### config.mk
export PLATFORM = sky130hd
export DESIGN_NAME = alu_cmd_sequencer
export DESIGN_NICKNAME = d
export VERILOG_FILES = /design/src/rtl/alu_defs.sv /design/src/rtl/cmd_fifo.sv /design/src/rtl/alu_cmd_sequencer.sv
export SDC_FILE = /design/constraint.sdc
export NUM_CORES = 1
export LEC_CHECK = 0
export BUFFER_PORTS_ARGS = -buffer_cell sky130_fd_sc_hd__buf_4
export CORE_ASPECT_RATIO = 0.5
export CORE_MARGIN = 4
export CORE_UTILIZATION = 44
export CTS_CLUSTER_DIAMETER = 60
export DETAILED_ROUTE_END_ITERATION = 8
export GPL_ROUTABILITY_DRIVEN = 0
export GPL_TIMING_DRIVEN = 1
export PLACE_DENSITY = 0.66
export SLEW_MARGIN = 10
export SYNTH_ARGS = -nofsm -noshare
export SYNTH_HDL_FRONTEND = slang
export SYNTH_SLANG_ARGS = --single-unit
### constraint.sdc
create_clock -name clk -period 1.7 [get_ports clk]
set_input_delay 0.085 -clock clk [delete_from_list [all_inputs] [get_ports clk]]
set_output_delay 0.085 -clock clk [all_outputs]
set_load 0.03 [all_outputs]
### src/rtl/alu_defs.sv
// Opcode constants shared by the alu, its command sequencer and benches.
package alu_defs;

  localparam int OP_W = 2;

  localparam logic [OP_W-1:0] ADD = 2'd0;
  localparam logic [OP_W-1:0] SUB = 2'd1;
  localparam logic [OP_W-1:0] MUL = 2'd2;
  localparam logic [OP_W-1:0] DIV = 2'd3;

endpackage

### src/rtl/cmd_fifo.sv
// Synchronous command FIFO; pointers carry one wrap bit for full/empty.
module cmd_fifo #(
  parameter int WIDTH = 18,
  parameter int DEPTH = 4
) (
  input  logic             clk,
  input  logic             rst,
  input  logic             push,
  input  logic             pop,
  input  logic [WIDTH-1:0] wdata,
  output logic [WIDTH-1:0] rdata,
  output logic             full,
  output logic             empty
);

  localparam int AW = $clog2(DEPTH);
  localparam logic [AW:0] PTR_ONE = (AW+1)'(1);

  logic [WIDTH-1:0] mem [DEPTH];
  logic [AW:0]      wr_ptr;
  logic [AW:0]      rd_ptr;
  logic             do_push;
  logic             do_pop;

  assign do_push = push && !full;
  assign do_pop  = pop && !empty;

  assign empty = wr_ptr == rd_ptr;
  assign full  = (wr_ptr[AW] != rd_ptr[AW]) &&
                 (wr_ptr[AW-1:0] == rd_ptr[AW-1:0]);
  assign rdata = mem[rd_ptr[AW-1:0]];

  always_ff @(posedge clk or posedge rst) begin
    if (rst) begin
      wr_ptr <= '0;
      rd_ptr <= '0;
    end else begin
      if (do_push) wr_ptr <= wr_ptr + PTR_ONE;
      if (do_pop)  rd_ptr <= rd_ptr + PTR_ONE;
    end
  end

  always_ff @(posedge clk) begin
    if (do_push) mem[wr_ptr[AW-1:0]] <= wdata;
  end

endmodule

### src/rtl/alu_cmd_sequencer.sv
// Issue stage for the combinational alu: buffers commands, drives the
// alu from registers one at a time and returns results with a div0 flag.
module alu_cmd_sequencer
  import alu_defs::*;
#(
  parameter int DATA_W     = 8,
  parameter int FIFO_DEPTH = 4
) (
  input  logic              clk,
  input  logic              rst,
  input  logic              cmd_valid,
  output logic              cmd_ready,
  input  logic [DATA_W-1:0] cmd_a,
  input  logic [DATA_W-1:0] cmd_b,
  input  logic [1:0]        cmd_op,
  output logic [DATA_W-1:0] alu_a,
  output logic [DATA_W-1:0] alu_b,
  output logic [1:0]        alu_op,
  input  logic [DATA_W-1:0] alu_out,
  output logic              rsp_valid,
  input  logic              rsp_ready,
  output logic [DATA_W-1:0] rsp_data,
  output logic [1:0]        rsp_op,
  output logic              rsp_err,
  output logic              busy
);

  localparam int ENT_W = 2*DATA_W + OP_W;

  typedef enum logic [1:0] {
    IDLE,
    EXEC,
    RESP
  } state_t;

  state_t            state;
  logic              fifo_full;
  logic              fifo_empty;
  logic              push;
  logic              pop;
  logic [ENT_W-1:0]  head;
  logic [DATA_W-1:0] head_a;
  logic [DATA_W-1:0] head_b;
  logic [OP_W-1:0]   head_op;

  // Full blocks new commands even on a pop cycle: no pass-through.
  assign cmd_ready = !rst && !fifo_full;
  assign push      = cmd_valid && cmd_ready;
  assign pop       = (state == IDLE) && !fifo_empty;
  assign busy      = (state != IDLE) || !fifo_empty;

  assign {head_op, head_a, head_b} = head;

  cmd_fifo #(
    .WIDTH (ENT_W),
    .DEPTH (FIFO_DEPTH)
  ) u_fifo (
    .clk   (clk),
    .rst   (rst),
    .push  (push),
    .pop   (pop),
    .wdata ({cmd_op, cmd_a, cmd_b}),
    .rdata (head),
    .full  (fifo_full),
    .empty (fifo_empty)
  );

  always_ff @(posedge clk or posedge rst) begin
    if (rst) begin
      state     <= IDLE;
      alu_a     <= '0;
      alu_b     <= '0;
      alu_op    <= '0;
      rsp_valid <= 1'b0;
      rsp_data  <= '0;
      rsp_op    <= '0;
      rsp_err   <= 1'b0;
    end else begin
      unique case (state)
        IDLE: begin
          if (!fifo_empty) begin
            alu_a  <= head_a;
            alu_b  <= head_b;
            alu_op <= head_op;
            state  <= EXEC;
          end
        end
        EXEC: begin
          // The alu does not flag div0; substitute all-ones here.
          if (alu_op == DIV && alu_b == '0) begin
            rsp_data <= '1;
            rsp_err  <= 1'b1;
          end else begin
            rsp_data <= alu_out;
            rsp_err  <= 1'b0;
          end
          rsp_op    <= alu_op;
          rsp_valid <= 1'b1;
          state     <= RESP;
        end
        RESP: begin
          if (rsp_ready) begin
            rsp_valid <= 1'b0;
            state     <= IDLE;
          end
        end
        default: state <= IDLE;
      endcase
    end
  end

endmodule

==> results.cfg <==
[run_status]
outcome = complete, but fails checks
violations = negative setup slack

[drt]
vias_per_cell = 4.98
vias = 2341
drc_errors = 0
routedWlPerCell_um = 18.0
first_iter_violations = 135
ant_nets = 0
dr.pass1.iters = 4
wl_um = 8480

[clock_network]
cts-root-buf = clkbuf_16
cts.sinks = 110
cts_setup_buffers = 0
cts_buffer_depth = 2
htreeDepth = 3
cts_buffers = 9
clk_pin_slew_worst_paths_ns = 0.07
cts_tree = done
clk_latency_ns = 0.35

[global_routing]
grt.total_usage_pct = 15.2
grt_pass1_vias = 2528
gr-total-overflow = 0
grt_max_degree = 39
grt_pass1_wl_um = 13400
antenna_found_initial = 0

[power]
p_clk_share_pct = 18.4
p_seq_share_pct = 36.2
swShare_pct = 35.4
power_frac_comb_pct = 45.4
total_power_w = 0.0109
power_switching_w = 0.00386
power.density_mw_per_mm2 = 1940
p_int_w = 0.00705
power_leakage_nw = 2.21
ir_drop_mv = 0.760

[yosys]
yosys-top-cells-area = edfxtp_1, dfrtp_1, mux4_2
synth_edf_count = 72
netlist.area_leader.share_pct = 50.0
async_flop_share_pct = 34.5
synth_fp_nets = 262
synth_area_mm2 = 0.00432
yosysTopAreaCell = edfxtp_1
ys.flop_type = edfxtp_1
yosys_warnings = 0
synth.distinct_cells = 29
synth_seq_area_share_pct = 72.0
avgSynthCellArea_um2 = 19.0
netlist_instances = 227
ys_seq_elements = 110

[worst_setup_path]
r2r_setup_slack_ns = -0.01
crit_type = input pin to flop
critical_path_arrival_ns = 1.71
setup.worst_path.start_class = input pin
r2r-end = u_fifo.mem[1][3]
required_ns = 1.68
rr_startpoint = u_fifo.wr_ptr[0]
cp_max_fo = 18
end_kind = flop
worst_r2r_path_depth = 3

[cells_and_area]
layout_common_cells = buf_4, edfxtp_1, dfrtp_1, dlygate4sd3_1
nNetsFinal = 365
stdcell_count = 470
antenna-diode-count = 0
layout-drive-gt1-share_pct = 43.3
syn_to_final_growth_pct = 29.8
final_area_mm2 = 0.00561
nFillCells = 716

[floorplanning]
core_mm2 = 0.00951
fp.dieH_um = 78.1
rows = 25
die_w_um = 148
die_area_mm2 = 0.0116
start_util_pct = 45.5
io_pins = 62

[worst_hold_path]
hp-start = alu_out[1]
min_to = rsp_data[1]
min_path_cells = 3
min_path_type = input pin to flop

[sta]
worst_pin_slew_ns = 0.766
period_minus_slack_ns = 1.73
max_freq_mhz = 579
skew_ns = 0.00809
finalHoldViolations = 0
setup_viol = 54
fin_ws_ns = -0.0256
post-route-period-util_pct = 102
drv_slew = 0
slew_headroom_pct = 48.8
rsz0062_at_grt = true

[job]
cap_violations = 0

[placement]
placed_area_mm2 = 0.00503
dp_hpwl_um = 5210
placedCellCount = 432
port_buffers = 61
-- state kept, by name, indices dropped and copies added (netlist names) --
name           flops
u_fifo.mem        72
alu_a              8
alu_b              8
rsp_data           8
u_fifo.rd_ptr      3
u_fifo.wr_ptr      3
alu_op             2
rsp_op             2
state              2
rsp_err            1
rsp_valid          1
-- synthesized netlist by cell type, types with 3 or more instances --
cell type / count
mux2_4: 18
edfxtp_1: 72
nand2_1: 8
a21oi_1: 8
xnor2_1: 3
mux4_2: 18
inv_1: 5
nor2_1: 18
and2_1: 3
xor2_1: 5
ha_1: 5
dfrtp_1: 38
-- cell families (layout without fill, tap and decap cells) --
kind of cell | count (synthesis) | in the layout | share of synthesized area [%]
AO/OA/AOI/OAI | 15 | 16 | 2.43
AND/OR/NAND/NOR | 38 | 38 | 4.05
XOR/XNOR | 8 | 8 | 1.62
flip-flops | 110 | 110 | 72.0
buffers and inverters | 13 | 120 | 2.29
adder cells (fa/ha/maj) | 5 | 5 | 1.45
multiplexers | 38 | 38 | 16.2
-- worst max-delay path, cell delays in order --
cell	delay (ns)
dlygate4sd3_1	0.54
buf_4	0.14
nor2b_1	0.20
o31a_1	0.24
and2_2	0.50
-- power by group through the flow --
stage               clock network (W)  logic, W  registers (W)
floorplan                           0   0.00258        0.00461
global placement                    0   0.00445        0.00396
detailed placement                  0   0.00457        0.00399
CTS                           0.00206   0.00470        0.00395
global route                  0.00217   0.00528        0.00403
finish                        0.00201   0.00495        0.00395
-- per-stage QoR --
step / TNS, ns / hold slack, ns / worst slack (ns) / utilization (%)
6_report: -0.676 / 0.0223 / -0.0256 / 59.0
5_1_grt: -6.09 / 0.0274 / -0.110 / 59.0
4_1_cts: -1.56 / 0.0109 / -0.0296 / 58.4
3_5_place_dp: -1.54 / 0.273 / -0.0321 / 52.9
3_3_place_gp: -0.0461 / 0.259 / -0.00665 / 52.9
2_1_floorplan: 0 / 0.184 / 0.0198 / -
-- area by class of cell --
| cell class | instances | area [µm²] | share of cell area (%) |
|---|---|---|---|
| multi-input cells | 105 | 1170 | 20.9 |
| flip-flops and latches | 110 | 3110 | 55.5 |
| clock buffers | 10 | 239 | 4.26 |
| well taps | 135 | 169 | 3.01 |
| inverters | 5 | 18.8 | 0.334 |
| repair buffers | 99 | 851 | 15.2 |
| clock inverters | 6 | 50.0 | 0.892 |
-- layer usage --
| metal | track usage [%] | share of wire, % |
|---|---|---|
| met5 | 0 | 0 |
| met4 | 5.35 | 1.5 |
| met3 | 4.50 | 4.9 |
| met2 | 25.6 | 50 |
| met1 | 19.1 | 44 |
-- timing repair --
item | CTS | global route
pin swaps | 0 | 5
endpoints found under the setup margin | 93 | 75
gates resized for setup | 5 | 5
hold buffers | 20 | 0
hold endpoints to repair | 111 | 0
gates cloned | 0 | 2
-- worst max-delay path by stage --
stage	start	endpoint	slack (ns)	cells after the start
after CTS	u_fifo.wr_ptr[2]	u_fifo.mem[0][0]	-0.03	3
final	rst	u_fifo.mem[1][3]	-0.03	5
after floorplan	u_fifo.wr_ptr[0]	u_fifo.mem[0][0]	0.02	3
after global placement	u_fifo.wr_ptr[0]	alu_op[0]	-0.007	4
after global routing	u_fifo.wr_ptr[0]	u_fifo.mem[1][0]	-0.11	3
after detailed placement	u_fifo.wr_ptr[0]	u_fifo.mem[1][11]	-0.03	3
(Power assumes the default switching activity.)
